--- src/rtl/codec_init_sequencer.sv ---
// codec_init_sequencer: power-up wait, then writes the WM8731 register table over a valid/ready I2C command channel.
// Define INIT_TIMEOUT_EN to add a WAIT_RSP watchdog that treats a missing response as a NACK.
module codec_init_sequencer #(
  parameter int POWERUP_DELAY_CYCLES = 1_000_000,
  parameter int GAP_CYCLES = 1000,
  parameter int MAX_RETRIES = 3,
  parameter int RSP_TIMEOUT_CYCLES = 100_000,
  parameter logic [6:0] DEV_ADDR = 7'h1A
) (
  input  logic        clk,
  input  logic        rst,
  input  logic        start,
  output logic        cmd_valid,
  input  logic        cmd_ready,
  output logic [6:0]  cmd_dev_addr,
  output logic [15:0] cmd_word,
  input  logic        rsp_valid,
  input  logic        rsp_nack,
  output logic        init_done,
  output logic        init_error,
  output logic        busy,
  output logic [3:0]  entry_idx
);
  localparam int MAX_A = POWERUP_DELAY_CYCLES > GAP_CYCLES ? POWERUP_DELAY_CYCLES : GAP_CYCLES;
  localparam int MAX_C = MAX_A > RSP_TIMEOUT_CYCLES ? MAX_A : RSP_TIMEOUT_CYCLES;
  localparam int CW = $clog2(MAX_C + 1);
  localparam int RW = $clog2(MAX_RETRIES + 1);
  localparam logic [CW-1:0] PWR_LAST = CW'(POWERUP_DELAY_CYCLES - 1);
  localparam logic [CW-1:0] GAP_LAST = CW'(GAP_CYCLES - 1);
  localparam logic [RW-1:0] RMAX = RW'(MAX_RETRIES);
  localparam logic [3:0] LAST_IDX = 4'd11;

  typedef enum logic [2:0] {PWR_WAIT, ISSUE, WAIT_RSP, GAP, DONE, ERROR} state_t;

  state_t state, state_n;
  logic [CW-1:0] cnt;
  logic [RW-1:0] retry_cnt, retry_n;
  logic [3:0] idx_n;
  logic rsp_hit, nack;

  function automatic logic [15:0] rom(input logic [3:0] i);
    case (i)
      4'd0:  rom = 16'h1E00;
      4'd1:  rom = 16'h0C10;
      4'd2:  rom = 16'h0017;
      4'd3:  rom = 16'h0217;
      4'd4:  rom = 16'h0479;
      4'd5:  rom = 16'h0679;
      4'd6:  rom = 16'h0812;
      4'd7:  rom = 16'h0A00;
      4'd8:  rom = 16'h0E02;
      4'd9:  rom = 16'h1000;
      4'd10: rom = 16'h1201;
      4'd11: rom = 16'h0C00;
      default: rom = 16'h0000;
    endcase
  endfunction

`ifdef INIT_TIMEOUT_EN
  localparam logic [CW-1:0] TO_LAST = CW'(RSP_TIMEOUT_CYCLES - 1);
  // a real response in the timeout cycle takes precedence
  assign rsp_hit = rsp_valid || cnt == TO_LAST;
  assign nack = rsp_valid ? rsp_nack : 1'b1;
`else
  assign rsp_hit = rsp_valid;
  assign nack = rsp_nack;
`endif

  assign cmd_valid = state == ISSUE;
  assign cmd_word = cmd_valid ? rom(entry_idx) : 16'h0000;
  assign cmd_dev_addr = DEV_ADDR;
  assign init_done = state == DONE;
  assign init_error = state == ERROR;
  assign busy = !(init_done || init_error);

  always_comb begin
    state_n = state;
    idx_n = entry_idx;
    retry_n = retry_cnt;
    case (state)
      PWR_WAIT: if (cnt == PWR_LAST) begin
        state_n = ISSUE;
        idx_n = '0;
      end
      ISSUE: state_n = cmd_ready ? WAIT_RSP : ISSUE;
      WAIT_RSP: if (rsp_hit) begin
        retry_n = nack ? retry_cnt + 1'b1 : '0;
        state_n = nack ? (retry_n == RMAX ? ERROR : GAP) : (entry_idx == LAST_IDX ? DONE : GAP);
        idx_n = (nack || entry_idx == LAST_IDX) ? entry_idx : entry_idx + 4'd1;
      end
      GAP: state_n = cnt == GAP_LAST ? ISSUE : GAP;
      default: if (start) begin
        state_n = ISSUE;
        idx_n = '0;
        retry_n = '0;
      end
    endcase
  end

  // one shared counter serves power-up, gap and watchdog; it clears on every state change
  always_ff @(posedge clk or negedge rst) begin
    if (!rst) begin
      state <= PWR_WAIT;
      cnt <= '0;
      retry_cnt <= '0;
      entry_idx <= '0;
    end else begin
      state <= state_n;
      cnt <= state_n != state ? '0 : cnt + 1'b1;
      retry_cnt <= retry_n;
      entry_idx <= idx_n;
    end
  end
endmodule

--- config.mk ---
export PLATFORM = sky130hd
export DESIGN_NAME = codec_init_sequencer
export DESIGN_NICKNAME = d
export VERILOG_FILES = /design/src/rtl/codec_init_sequencer.sv
export SDC_FILE = /design/constraint.sdc
export NUM_CORES = 1
export LEC_CHECK = 0
export CORE_MARGIN = 2
export CORE_UTILIZATION = 40
export DETAILED_ROUTE_END_ITERATION = 8
export SETUP_SLACK_MARGIN = 0.02
export SYNTH_ARGS = -nofsm -noshare
export SYNTH_HDL_FRONTEND = slang
export SYNTH_SLANG_ARGS = --single-unit
--- constraint.sdc ---
create_clock -name clk -period 2.2 [get_ports clk]
set_input_delay 0.44 -clock clk [delete_from_list [all_inputs] [get_ports clk]]
set_output_delay 0.44 -clock clk [all_outputs]
set_load 0.01 [all_outputs]
# Word level (Yosys, flattened, before mapping)
# Memories as Yosys holds them, arrays and structs flattened.
# Index checks and enable logic that the tools add are counted.
[totals]
regBits = 29
mem_bits_ro = 176
input_bits = 6
output_inout_bits = 31
wordCells = 53
memories = 1
[op_classes]
addsub = 3
n_eq_ne = 13
muxes = 20
bitwise_logic = 2
reduce_logical = 10
[mem_list]
columns = ["memory", "depth", "word_bits", "read_ports", "rd_clocked_by_memory_dff", "wr", "line_no", "source"]
rows = [
  ["(name not given)", 16, 11, 1, 0, 0, "42", "case (i)"],
]
[op_table]
columns = ["op", "count"]
rows = [
  ["adder 20 x 1 -> 20 bit, second input constant", 1],
  ["== test 20 x 10 -> 1 bit, second input constant", 1],
  ["== test 20 bit, second input constant", 1],
  ["two-way mux 20 bit", 1],
  ["two-way mux 3 bit", 6],
  ["two-way mux 16 bit", 1],
  ["two-way mux 4 bit", 4],
  ["one-hot mux 3 bit (4 select lines)", 1],
  ["one-hot mux 4 bit (3 select lines)", 1],
  ["two-way mux 2 bit", 5],
  ["== test 3 x 2 -> 1 bit, second input constant", 2],
  ["== test 3 bit, second input constant", 2],
  ["inequality test 2 bit, second input constant", 3],
  ["AND reduction 5 bit", 1],
  ["adder 4 x 1 -> 4 bit, second input constant", 1],
  ["== test 4 bit, second input constant", 1],
  ["one-hot mux 2 bit (2 select lines)", 1],
  ["== test 3 x 1 -> 1 bit, second input constant", 1],
  ["logical NOT 3 bit", 1],
  ["inequality test 3 bit", 1],
  ["AND reduction 3 bit", 1],
  ["nonzero test 3 bit", 1],
  ["OR reduction 3 bit", 1],
  ["adder 2 x 1 -> 2 bit, second input constant", 1],
  ["6 further kinds", 8],
]

# Logic depth before layout (Yosys ltp)
# Gate-level depths: netlist of run 1.
[logic_depth]
word_depth = 9
mapped_depth = 6
ltp_nobuf = 6

# Least setup slack after synthesis of run 1
# OpenSTA, ideal clock, no wires.
[synth_path]
path_kind = "register to output"
from = "register state[0]"
to = "output port cmd_word[4]"
t_arrival_ns = 1.639
required_ns = 1.760
path_slack_ns = 0.121
stages_incl_launch_ff = 5
path_buffers = 1
path_cell_list = "dfrtp_1 clkbuf_1 nor2b_1 nand2_1 a2111oi_0"
[synth_between]
elab_chain_cells = 2
[synth_lines]
columns = ["item", "line_no", "source"]
rows = [
  ["from (decl)", "35", "state_t state, state_n;"],
  ["from (signal assigned)", "108", "state <= state_n;"],
  ["== test 3 x 1 -> 1 bit", "69", "assign cmd_valid = state == ISSUE;"],
  ["two-way mux 16 bit", "70", "assign cmd_word = cmd_valid ? rom(entry_idx) : 16'h0000;"],
  ["to (decl)", "16", "output logic [15:0] cmd_word,"],
]
# No other way between the ends.

# Worst setup path in the final report of run 1
[layout_path]
from = "register state[0]"
to = "register entry_idx[0]"
[layout_between]
elab_chain_cells = 4
word_cells_on_any_way = 12
cone_classes = "eq/ne (6); mux (1); bitwise (1); reduce/logical (4)"
[layout_lines]
columns = ["item", "line_no", "source"]
rows = [
  ["== test 3 x 1 -> 1 bit or == test 3 x 2 -> 1 bit (tied branches)", "80", "case (state)"],
  ["OR reduction 2 bit (no line)", "n/a", ""],
  ["NOT 1 bit (no line)", "n/a", ""],
  ["AND reduction 5 bit (no line)", "n/a", ""],
  ["to (signal assigned)", "111", "entry_idx <= idx_n;"],
  ["to (decl)", "22", "output logic [3:0] entry_idx"],
]
# Parallel ways exist; a longest one is shown, timed or not.
# A chain may end at the register's enable or synchronous reset.

==> summary.md, run 1 <==
| Metric | Value |
|---|---|
| Outcome | `finished, final reports clean` |
| Syn Std Cell Area | `0.00205 mm²` |
| Crit path kind | `reg2reg` |
| Initial Util | `between 40% and 50%` |
| Final ANT Viol Nets | `0` |
| Slew margin rel. | `between 60% and 70%` |
| Die ar. | `~0.0057 mm²` |
| H-Tree Depth | `2` |
| EDFF count, synth | `0` |
| Min Clock Period, post-route | `about 2.1 ns` |
| CTS clk-pin slew, worst paths | `roughly 0.060 ns` |
| Slew @ Worst Pin | `about 0.53 ns` |
| Die width | `approximately 76 µm` |
| Setup ws final | `between 0.09 and 0.1 ns` |
| Final wirelength | `roughly 5000 µm` |
| Yosys cell types | `between 50 and 60` |
| Critical Path AT | `~2.3 ns` |
| CTS root buf | `clkbuf_8` |
| Antenna Cells | `0` |
| Drt drc | `0` |
| Final Instance Area | `0.00267 mm²` |
| Synth warnings | `0` |
| Drt pass-1 iters | `4` |
| Global route overflow | `0` |
| Setup WS pre-CTS | `-0.101 ns` |
| Die height | `~76 µm` |
| Post-Syn Area per Cell | `8.74 µm²` |
| CTS buffer count | `5` |
| Leakage power | `between 1 and 1.5 nW` |
| Post-synthesis register bit count | `29` |
| Max-slew violations | `0` |
| Initial DRC Count | `between 50 and 60` |
| Crit path cell chain | `buf_4 > or4_1 > or3_1 > o21ai_1 > a31oi_1` |
| Sequential fraction of the synthesis area | `a little over a third` |
| Total GRT Usage | `between 10% and 20%` |
| CP Capture Type | `register` |
| Finish-stage setup viols | `0` |
| CP bufs+invs | `1` |
| WL per Instance | `around 14 µm` |
| P per Cell Area | `roughly 1000 mW/mm²` |
| Startpoint type of the worst setup path | `register` |
| Syn-to-layout area delta | `30.1%` |
| MaxCap Viol Count | `0` |
| Routed vias | `~1.9k` |
| CTS tree | `done` |
| Vias/cell | `around 5.2` |
| Data required time at the worst endpoint | `2.34 ns` |
| Vias in the first global route | `about 1.7k` |
| Final setup TNS | `0 ns` |
| Initial antenna violation count | `0` |
| Site Rows | `26` |
| CTS max path bufs | `2` |
| Period utilisation layout | `about 96%` |
| Fmax | `between 400 and 500 MHz` |
| CORE AREA | `just over 0.005 mm²` |
| PortBufs | `24` |
| Min-Delay Path Class | `reg2reg` |
| I/O Pins | `37` |
| Total power | `around 2.7 mW` |
| Primary FF master, synth | `dfrtp_1` |
| Routability cong. | `between 0.8 and 0.9` |
| Mapped Cells | `about 240` |
| Max Clock Skew | `just over 0.003 ns` |
| Final-layout fill cell count | `between 400 and 500` |
| Slowest-stage cell, CP | `or4_1` |
| Worst VDD drop | `about 0.62 mV` |
| CP top delay family | `simple AND/OR/NAND/NOR gates` |
| First-pass GRT wire length | `about 8100 µm` |
| Ratio of cells with drive above 1 in the final layout | `between 20% and 30%` |
| DP Area | `between 0.002 and 0.003 mm²` |
| Final Hold Viols | `0` |
| Async S/R FF share, synth | `100%` |
| Slowest stage delay, CP | `approximately 0.5 ns` |
| Final #Nets | `about 310` |
| Worst-skew pair later-pin latency | `0.28 ns` |
| Largest net degree at the start of global routing | `30` |
| RSZ-0062 raised after global routing | `true` |
| Crit-path max FO | `4` |
| DP HPWL | `about 3500 µm` |
| Clock sink count | `29` |
-- cells in the final DEF, fill, tap and decap left out, types with 9 or more instances in the layout --
master	instances
clkdlybuf4s50_1	12
conb_1	12
a21oi_1	11
dfrtp_1	28
inv_1	11
buf_4	38
nor2_1	20
xnor2_1	10
nand2_1	13
dlygate4sd2_1	9
-- stage by stage --
step                      util, %  cells  hold WS [ns]
after floorplan                 -    245         0.144
after global placement       49.7    347         0.475
after detailed placement     49.7    347         0.477
after CTS                    52.4    362         0.492
after global routing         53.0    362         0.512
final                        53.0    362         0.491
-- flip-flops by register name, indices dropped and copies added (netlist names) --
name / count
cnt: 20
entry_idx: 4
retry_cnt: 2
state: 3
-- per-layer routing --
metal / part of all wire [%] / GRT usage, %
met1: 50 / 26.7
met2: 45 / 28.5
met3: 4.1 / 3.97
met4: 0.94 / 5.26
met5: 0 / 0
-- worst paths after layout --
path | depth (start not counted) | endpoint | from | slack (ns)
setup / recovery | 5 | entry_idx[0]$_DFFE_PN0P_ | state[0]$_DFF_PN0_ | 0.09
hold / removal | 1 | retry_cnt[0]$_DFFE_PN0P_ | retry_cnt[0]$_DFFE_PN0P_ | 0.49
setup reg to reg | 5 | entry_idx[0]$_DFFE_PN0P_ | state[0]$_DFF_PN0_ | 0.09
hold reg to reg | 1 | retry_cnt[0]$_DFFE_PN0P_ | retry_cnt[0]$_DFFE_PN0P_ | 0.49
max in group asynchronous | 2 | entry_idx[3]$_DFFE_PN0P_ | rst | 1.34
min in group asynchronous | 2 | cnt[17]$_DFF_PN0_ | rst | 0.56
-- kinds of logic after synthesis --
group | share of synthesized area, %
and+or+nand+nor | 24.2
adders and majority gates | 5.48
muxes | 0.975
xor gates and xnor gates | 5.97
AOI/OAI and AO/OA | 18.0
buffers and inverters | 9.63
DFF | 35.3
other | 0.366
-- cell type report --
class | instances | area, µm² | share of cell area [%]
multi-input cells | 179 | 1210 | 45.4
flip-flops and latches | 29 | 727 | 27.2
repair buffers | 62 | 509 | 19.1
well taps | 70 | 87.6 | 3.28
clock buffers | 6 | 72.6 | 2.72
inverters | 14 | 52.6 | 1.97
clock inverters | 2 | 10.0 | 0.375
-- synth_stat cells, drive strengths merged (2+ instances only) --
library cell,instances,share of area [%]
and3,2,0.61
o211ai,3,1.1
nor2,20,3.7
nand2,14,2.7
nor3,8,2.0
nor4,4,1.2
xnor2,10,4.3
a31oi,4,1.2
nor4b,2,0.85
a21oi,11,2.7
o31ai,5,1.8
dfrtp,29,35
a211oi,9,3.3
clkbuf,4,0.73
nand3,8,2.0
nand4,7,2.4
nor2b,2,0.61
mux2i,2,0.98
ha,9,5.5
or3,4,1.2
inv,14,2.6
conb,2,0.37
xor2,4,1.7
or4,5,1.8
buf,19,6.3
a2111oi,2,1.2
o2bb2ai,3,1.3
o21ai,9,2.2
nand2b,3,0.91
-- repair_timing --
item | in CTS | in global routing
pin swaps | 0 | 2
hold buffers | 0 | 0
endpoints found under the setup margin | 12 | 27
buffers inserted | 7 | 0
resized for setup | 18 | 11
gates cloned | 0 | 0
-- power breakdown --
part           leakage (nW)  total [mW]  switching, mW  internal [mW]
Clock                0.0450       0.418          0.199          0.219
Combinational         0.747        1.52          0.759          0.760
Sequential            0.376       0.750          0.114          0.636
(Power assumes the default switching activity.)
==> inputs of run 2 (changes only) <==
--- a/config.mk
+++ b/config.mk
@@ -6,7 +6,7 @@
 export NUM_CORES = 1
 export LEC_CHECK = 0
 export CORE_MARGIN = 2
-export CORE_UTILIZATION = 40
+export CORE_UTILIZATION = 25
 export DETAILED_ROUTE_END_ITERATION = 8
 export SETUP_SLACK_MARGIN = 0.02
 export SYNTH_ARGS = -nofsm -noshare
==> constraint.sdc (replaced) <==
create_clock -name clk -period 2.1 [get_ports clk]
set_input_delay 0.42 -clock clk [delete_from_list [all_inputs] [get_ports clk]]
set_output_delay 0.42 -clock clk [all_outputs]
set_load 0.01 [all_outputs]
==> summary.md, run 2 (synthesis gave the netlist of run 1 again) <==
| Metric | Value |
|---|---|
| Outcome | `finished, final reports clean (unchanged)` |
| PortBufs | `24 (unchanged)` |
| Worst VDD drop | `0.571 mV (was 0.622 mV)` |
| Largest net degree at the start of global routing | `30 (unchanged)` |
| MaxCap Viol Count | `0 (unchanged)` |
| CORE AREA | `0.00809 mm² (was 0.00504 mm²)` |
| I/O Pins | `37 (unchanged)` |
| Slowest-stage cell, CP | `dfrtp_1 (was or4_1)` |
| CP Capture Type | `output pin (was register)` |
| Most common cell after layout, fill and taps aside | `buf_4 (unchanged)` |
| Min Clock Period, post-route | `just over 2 ns` |
| Die ar. | `0.00895 mm² (was 0.00572 mm²)` |
| Ratio of cells with drive above 1 in the final layout | `26.8% (was 20.9%)` |
| Syn-to-layout area delta | `35.5% (was 30.1%)` |
| WL per Instance | `12.5 µm (was 13.6 µm)` |
| Max-slew violations | `0 (unchanged)` |
| Fmax | `approximately 500 MHz` |
| Max Clock Skew | `0.00738 ns (was 0.00311 ns)` |
| CTS root buf | `clkbuf_8 (unchanged)` |
| Final #Nets | `313 (was 306)` |
| CTS clk-pin slew, worst paths | `0.06 ns (about the same)` |
| Total GRT Usage | `11.9% (was 18.7%)` |
| Worst-skew pair later-pin latency | `0.29 ns (was 0.28 ns)` |
| P per Cell Area | `1050 mW/mm² (was 1010 mW/mm²)` |
| DP HPWL | `3710 µm (was 3540 µm)` |
| Global route overflow | `0 (unchanged)` |
| First-pass GRT wire length | `8590 µm (was 8080 µm)` |
| Reg2reg setup slack | `0.09 ns (about the same)` |
| Final wirelength | `5040 µm (was 4910 µm)` |
| Final ANT Viol Nets | `0 (unchanged)` |
| Flip-flop count of the largest register after layout | `20 (unchanged)` |
| Commonest cells after routing, fill and taps aside | `44 x buf_4, 28 x dfrtp_1, 20 x nor2_1 (was 38 x buf_4, 28 x dfrtp_1, 20 x nor2_1)` |
| Worst R2R End | `entry_idx[0]$_DFFE_PN0P_ (unchanged)` |
| Site Rows | `33 (was 26)` |
| CTS buffer count | `5 (unchanged)` |
| CTS tree | `done (unchanged)` |
| Clock sink count | `29 (unchanged)` |
| Die width | `94.6 µm (was 75.6 µm)` |
| Routability cong. | `0.875 (was 0.811)` |
| Slew @ Worst Pin | `0.500 ns (was 0.535 ns)` |
| Routed vias | `1941 (was 1875)` |
| CP bufs+invs | `1 (unchanged)` |
| RR Startpoint | `state[2]$_DFF_PN0_ (was state[0]$_DFF_PN0_)` |
| Min-Delay Path Class | `reg2reg (unchanged)` |
| Startpoint type of the worst setup path | `register (unchanged)` |
| Final setup TNS | `0 ns (unchanged)` |
| Crit path cell chain | `ha_1 > and2_1 > a2111oi_1 > clkbuf_2 (was buf_4 > or4_1 > or3_1 > o21ai_1 > a31oi_1)` |
| Hold path endpoint | `retry_cnt[0]$_DFFE_PN0P_ (unchanged)` |
| Slew margin rel. | `66.6% (was 64.4%)` |
| Initial antenna violation count | `0 (unchanged)` |
| Die height | `94.6 µm (was 75.6 µm)` |
| CP top delay family | `flip-flops (was simple AND/OR/NAND/NOR gates)` |
| Drt drc | `0 (unchanged)` |
| Total power | `2.93 mW (was 2.69 mW)` |
| CTS max path bufs | `2 (unchanged)` |
| Initial DRC Count | `76 (was 52)` |
| Finish-stage setup viols | `0 (unchanged)` |
| Initial Util | `25.4% (was 40.7%)` |
| Leakage power | `1.20 nW (was 1.17 nW)` |
| Register with the most flip-flops | `cnt (unchanged)` |
| Drt pass-1 iters | `4 (unchanged)` |
| Hold Path Stages | `1 (unchanged)` |
| Final Hold Viols | `0 (unchanged)` |
| RSZ-0062 raised after global routing | `true (unchanged)` |
| Period utilisation layout | `between 90% and 100%` |
| Slowest stage delay, CP | `0.40 ns (was 0.49 ns)` |
| Antenna Cells | `0 (unchanged)` |
| Crit-path max FO | `3 (was 4)` |
| Vias in the first global route | `1868 (was 1740)` |
| Vias/cell | `4.80 (was 5.18)` |
| H-Tree Depth | `2 (unchanged)` |
| Worst reg2reg path depth | `6 (was 5)` |
| Data required time at the worst endpoint | `1.68 ns (was 2.34 ns)` |
| Cts hold-fix bufs | `0 (unchanged)` |
| Regs by FF count | `cnt: 20 flops, entry_idx: 4 flops, state: 3 flops (unchanged)` |
| Crit path kind | `reg2out (was reg2reg)` |
| Critical Path AT | `1.64 ns (was 2.25 ns)` |
| Hold Startpoint | `retry_cnt[0]$_DFFE_PN0P_ (unchanged)` |
-- run 2: per-stage QoR --
step / area [µm²] / setup WS (ns) / utilization [%] / std cells / hold WS (ns)
floorplan: 2090 / 0.0412 / - / 245 / 0.124
global placement: 2630 / -0.130 / 32.4 / 392 / 0.479
detailed placement: 2630 / -0.150 / 32.4 / 392 / 0.479
CTS: 2750 / -0.0332 / 33.9 / 403 / 0.489
global route: 2780 / 0.00757 / 34.4 / 404 / 0.532
finish: 2780 / 0.0402 / 34.4 / 404 / 0.490
-- run 2: timing repair --
item | in CTS | in global routing
endpoints found under the setup margin | 14 | 35
pin swaps | 1 | 5
buffers inserted | 3 | 1
resized for setup | 33 | 19
-- run 2: where the power goes --
group / internal [mW] / leakage (nW) / switching, mW
Sequential: 0.666 / 0.376 / 0.112
Clock: 0.296 / 0.0542 / 0.226
Combinational: 0.824 / 0.773 / 0.806
-- run 2: worst max-delay path by stage --
stage	start	end	cells past startpoint
2_1_floorplan	state[0]$_DFF_PN0_	cmd_word[4]	4
3_3_place_gp	rsp_nack	cnt[1]$_DFF_PN0_	5
3_5_place_dp	rsp_nack	cnt[0]$_DFF_PN0_	5
4_1_cts	entry_idx[0]$_DFFE_PN0P_	cmd_word[4]	4
5_1_grt	entry_idx[0]$_DFFE_PN0P_	cmd_word[4]	4
6_report	entry_idx[0]$_DFFE_PN0P_	cmd_word[4]	4
-- run 2: layout make-up --
| type | count | area [µm²] |
|---|---|---|
| timing repair buffer | 69 | 533 |
| inverter | 14 | 52.6 |
| multi-input combinational | 179 | 1240 |
| clock buffer | 7 | 96.3 |
| tap | 105 | 131 |
| clock inverter | 1 | 5.00 |
| fill | 868 | 5310 |
| sequential | 29 | 727 |
-- run 2: metal layers --
| metal | routed length, µm | GRT usage, % | vias up |
|---|---|---|---|
| li1 | - | - | 960 |
| met3 | 213 | 2.39 | 12 |
| met5 | 0 | 0 | - |
| met1 | 2420 | 16.0 | 917 |
| met4 | 80 | 4.35 | 0 |
| met2 | 2330 | 19.0 | 52 |
-- run 2: worst reg2reg max path: stages (launching register included) --
cell and delay (ns):
dfrtp_1 0.39, buf_4 0.14, or4_1 0.50, or3_4 0.39, buf_4 0.16, o21ai_2 0.18
a31oi_1 0.12
==> inputs of run 3 (changes only) <==
--- a/config.mk
+++ b/config.mk
@@ -7,7 +7,9 @@
 export LEC_CHECK = 0
 export CORE_MARGIN = 2
 export CORE_UTILIZATION = 25
+export CTS_CLUSTER_SIZE = 20
 export DETAILED_ROUTE_END_ITERATION = 8
+export GPL_TIMING_DRIVEN = 0
 export SETUP_SLACK_MARGIN = 0.02
 export SYNTH_ARGS = -nofsm -noshare
 export SYNTH_HDL_FRONTEND = slang
==> summary.md, run 3 (synthesis gave the netlist of run 1 again) <==
| Metric | Value |
|---|---|
| Sw frac | `40.5% (was 39.0%)` |
| Crit-path max FO | `8 (was 3)` |
| Die height | `94.6 µm (unchanged)` |
| Psw | `1.16 mW (was 1.14 mW)` |
| CTS root buf | `clkbuf_8 (unchanged)` |
| Worst reg2reg path depth | `7 (was 6)` |
| I/O Pins | `37 (unchanged)` |
| Setup WS pre-CTS | `-0.551 ns (was -0.150 ns)` |
| Largest net degree at the start of global routing | `30 (unchanged)` |
| Register area | `728 µm² (was 727 µm²)` |
| Vias in the first global route | `1842 (was 1868)` |
| Drt pass-1 iters | `4 (unchanged)` |
| Drt drc | `0 (unchanged)` |
| CP Capture Type | `register (was output pin)` |
| Slew @ Worst Pin | `0.626 ns (was 0.500 ns)` |
| Slew margin rel. | `58.3% (was 66.6%)` |
| CTS buffer count | `5 (unchanged)` |
| DP HPWL | `3520 µm (was 3710 µm)` |
| CTS max path bufs | `2 (unchanged)` |
| Data required time at the worst endpoint | `2.28 ns (was 1.68 ns)` |
| Ratio of cells with drive above 1 in the final layout | `28.6% (was 26.8%)` |
| Combinational share of power | `56.7% (was 55.6%)` |
| Total GRT Usage | `11.9% (about the same)` |
| Die width | `94.6 µm (unchanged)` |
| Regs by FF count | `cnt: 20 flops, entry_idx: 4 flops, state: 3 flops (unchanged)` |
| Critical Path AT | `2.20 ns (was 1.64 ns)` |
| Final #Nets | `309 (was 313)` |
| CTS tree | `done (unchanged)` |
| Worst-skew pair later-pin latency | `0.28 ns (was 0.29 ns)` |
| Most common cell after layout, fill and taps aside | `buf_4 (unchanged)` |
| Register with the most flip-flops | `cnt (unchanged)` |
| Setup ws final | `0.0833 ns (was 0.0402 ns)` |
| Min Clock Period, post-route | `2.02 ns (was 2.06 ns)` |
| Cell-internal power | `1.70 mW (was 1.79 mW)` |
| Commonest cells after routing, fill and taps aside | `32 x buf_4, 27 x dfrtp_1, 20 x nor2_1 (was 44 x buf_4, 28 x dfrtp_1, 20 x nor2_1)` |
| Startpoint type of the worst setup path | `input pin (was register)` |
| Flip-flop count of the largest register after layout | `20 (unchanged)` |
| Max-slew violations | `0 (unchanged)` |
| Outcome | `finished, final reports clean (unchanged)` |
| Initial antenna violation count | `0 (unchanged)` |
| Antenna Cells | `0 (unchanged)` |
| Final wirelength | `4970 µm (was 5040 µm)` |
| H-Tree Depth | `2 (unchanged)` |
| Global route overflow | `0 (unchanged)` |
| Fmax | `496 MHz (was 485 MHz)` |
| Min-Delay Path Class | `in2async (was reg2reg)` |
| MaxCap Viol Count | `0 (unchanged)` |
| Syn-to-layout area delta | `36.7% (was 35.5%)` |
| Max Clock Skew | `0.00484 ns (was 0.00738 ns)` |
| Finish-stage setup viols | `0 (unchanged)` |
| Seq pwr share | `27.3% (was 26.5%)` |
| Total power | `2.86 mW (was 2.93 mW)` |
| Worst VDD drop | `0.574 mV (was 0.571 mV)` |
| Final Hold Viols | `0 (unchanged)` |
| Multi-input gate area | `0.00127 mm² (was 0.00124 mm²)` |
| Die ar. | `0.00895 mm² (unchanged)` |
| Routability cong. | `0.891 (was 0.875)` |
| Initial DRC Count | `62 (was 76)` |
| Reg2reg setup slack | `0.11 ns (was 0.09 ns)` |
| First-pass GRT wire length | `8540 µm (was 8590 µm)` |
| RR Startpoint | `state[0]$_DFF_PN0_ (was state[2]$_DFF_PN0_)` |
| Crit path kind | `in2reg (was reg2out)` |
| Site Rows | `33 (unchanged)` |
| Final-layout fill cell count | `866 (was 868)` |
| Final setup TNS | `0 ns (unchanged)` |
| PortBufs | `24 (unchanged)` |
| Routed vias | `1891 (was 1941)` |
| P per Cell Area | `1020 mW/mm² (was 1050 mW/mm²)` |
| Vias/cell | `4.74 (was 4.80)` |
| Worst R2R End | `cnt[5]$_DFF_PN0_ (was entry_idx[0]$_DFFE_PN0P_)` |
| Clock sink count | `29 (unchanged)` |
| CORE AREA | `0.00809 mm² (unchanged)` |
| Leakage power | `1.23 nW (was 1.20 nW)` |
| CTS clk-pin slew, worst paths | `0.06 ns (about the same)` |
| Clock power frac | `16.0% (was 17.8%)` |
| WL per Instance | `12.5 µm (about the same)` |
| Final ANT Viol Nets | `0 (unchanged)` |
| Period utilisation layout | `96.0% (was 98.1%)` |
| Initial Util | `25.4% (unchanged)` |
[run 3: worst max path at each step]
stage                                  start                to  slack, ns  cells after the start
floorplan                 state[0]$_DFF_PN0_       cmd_word[4]       0.04                      4
global placement          state[0]$_DFF_PN0_       cmd_word[4]      -0.55                      5
detailed placement        state[0]$_DFF_PN0_       cmd_word[4]      -0.55                      5
CTS                 entry_idx[1]$_DFFE_PN0P_       cmd_word[4]      -0.18                      5
global route                       rsp_valid  cnt[3]$_DFF_PN0_     -0.006                      6
finish                             rsp_valid  cnt[5]$_DFF_PN0_       0.08                      6
[run 3: layer usage]
| metal | wire length, µm | track usage (%) | vias up |
|---|---|---|---|
| met2 | 2400 | 19.7 | 37 |
| met3 | 193 | 2.87 | 7 |
| met4 | 62 | 3.86 | 0 |
| met5 | 0 | 0 | - |
| li1 | - | - | 947 |
| met1 | 2320 | 15.2 | 900 |
[run 3: layout make-up]
type,instances,share of cell area [%]
inverter,14,2.27
clock buffer,7,3.08
multi-input combinational,179,45.4
buffer,23,6.60
tap,105,4.68
timing repair buffer,42,12.0
sequential,29,25.9
[run 3: critical path, stage by stage]
cell and delay, ns:
clkdlybuf4s50_1 0.53, or3b_2 0.50, a21oi_2 0.22, a2111oi_4 0.08, buf_4 0.21, a211oi_1 0.24
[run 3: repair_timing]
item	in CTS	in global routing
pin swaps	1	4
endpoints found under the setup margin	23	32
buffers inserted	10	8
gates resized for setup	52	30
hold buffers	0	0
[run 3: metrics by stage]
stage	utilization, %	cell area (µm²)	cells	hold WS [ns]
after CTS	33.5	2710	391	0.494
after detailed placement	30.4	2460	374	0.481
after global placement	30.4	2460	374	0.481
after floorplan	-	2090	245	0.124
after global routing	34.7	2810	399	0.211
final	34.7	2810	399	0.154
[run 3: power by group through the flow]
stage | sequential [mW] | clock, mW | combinational (mW)
5_1_grt | 0.799 | 0.499 | 1.78
4_1_cts | 0.770 | 0.470 | 1.48
3_3_place_gp | 0.801 | 0 | 1.16
2_1_floorplan | 0.778 | 0 | 0.814
3_5_place_dp | 0.804 | 0 | 1.19
6_report | 0.781 | 0.458 | 1.62
==> variant: new RTL, settings of run 1 <==
The option `INIT_TIMEOUT_EN` is turned on by a define.
--- a/src/rtl/codec_init_sequencer.sv
+++ b/src/rtl/codec_init_sequencer.sv
@@ -1,4 +1,6 @@
 // codec_init_sequencer: power-up wait, then writes the WM8731 register table over a valid/ready I2C command channel.
 // Define INIT_TIMEOUT_EN to add a WAIT_RSP watchdog that treats a missing response as a NACK.
+`define INIT_TIMEOUT_EN
+
 module codec_init_sequencer #(
   parameter int POWERUP_DELAY_CYCLES = 1_000_000,
Function: same outputs for any inputs over 10 cycles, from zero or initial values and one cycle with rst low; that may be too few to reach the edited logic, so the function may still have changed.
==> variant against run 1 <==
  * Routed wire length down 0.43%
  * Highest routed layer unchanged
  * Non-clock buffer count shrank 12
  * Clock skew about the same
  * Final area is essentially flat
  * Clock power decreased by 1%
  * Synthesized area grew 4.4%
  * Hold slack improved by 27 ps
  * Global-route usage is 1.5 points lower
  * Register-to-register slack better by 90 ps
  * Final cell count down 1.4%
  * Setup slack got worse by 18 ps
  * Combinational power down 16%
  * Sequential cell count unchanged
  * Power is 10% lower
==> variant: results (changes against run 1) <==
Worst setup path
  • Critical Path Sink: cmd_word[10]
  • FF-to-FF path depth: 6 (+1)
  • Worst path arrival time: 1690 ps (-560 ps)
  • CP max stage cell: or3_4
  • Slack of the worst reg-to-reg path: 180 ps (+90 ps)
  • Max FO, Critical Path: 7 (+3)

Route
  • Met2 Wirelength: 2450 um (+11%)
  • Via density: 5.19 (+0.26%)
  • Met1 WL: 2200 um (-11%)
  • Met3 WL: 194 um (-4.0%)

Finish
  • Final non-filler cell total: 357 (-1.4%)
  • Number of fill cells in the layout: 510 (+6.7%)

GRT
  • M1 GR Usage: 0.217 (-0.0496)
  • Grt met2 use: 0.290 (+0.00541)
  • Vias in the first global route: 1,758 (+1.0%)
  • Met3 usage: 0.0376 (-0.00204)

Synth
  • Synth top area cells: dfrtp_1 (34%), xnor2_1 (5.7%), ha_1 (5.3%)
  • Fraction of the mapped netlist area in compound gates: 0.109 (-0.0719)
  • Syn avg cell area: 8.90 um^2 (+1.8%)
  • Synth cell count leaders: dfrtp_1 (29), nor2_1 (29), nor3_1 (22)
  • Post-synthesis adder-cell area fraction: 0.0525 (-0.00234)
  • Sequential share of the synthesized area: 0.338 (-0.0151)

Placed design
  • Cell Count Post-Placement: 348 (+0.29%)
  • Gp weighted congestion: 0.833 (+2.7%)
  • Post-DP Area: 2550 um^2 (+1.8%)
  • DP HPWL: 3650 um (+3.1%)

Clock tree
  • Resize count post-CTS: 25 (+7)
  • Post-CTS Setup Inserts: 1 (-6)

Outcome
  • Status: finished clean

STA
  • WHS: 518 ps (+27.3 ps)
  • Final Cycle Share: 0.966 (+0.00799)

Power and ir drop
  • Lkg Pwr: 1.17 nW (+0.16%)

Min path
  • Hold path startpoint: cnt[0]$_DFF_PN0_
variant: cell count changes after synthesis, moves of 3 or more:
cell       before  now
a211oi_1        9    2
a21oi_1        11    3
nor3_1          8   22
o21ai_0         7    2
xnor2_1        10   14
a31o_1          0    3
o31ai_1         5    0
o2bb2ai_1       3    0
nor2_1         20   29
inv_1          14   10
or3_1           4    1
or4_1           5    1
variant: cell type report:
class | instances | share of cell area
Tap cell | 70 | 0.0328
Multi-Input combinational cell | 188 | 0.493
Timing Repair Buffer | 50 | 0.155
Inverter | 12 | 0.0169
Clock buffer | 8 | 0.0300
Sequential cell | 29 | 0.272
variant: logic make-up after synthesis:
group | Yosys count
compound gates | 27
xor+xnor | 17
fa+ha+maj | 9
buf+inv | 34
flops | 29
mux | 4
other cells | 2
simple gates | 119
variant: report_power, final:
group          internal, W  switching, W  total, W  leakage [nW]
clock             0.000224      0.000190  0.000414        0.0395
sequential        0.000626     0.0000928  0.000719         0.386
combinational     0.000629      0.000654   0.00128         0.745
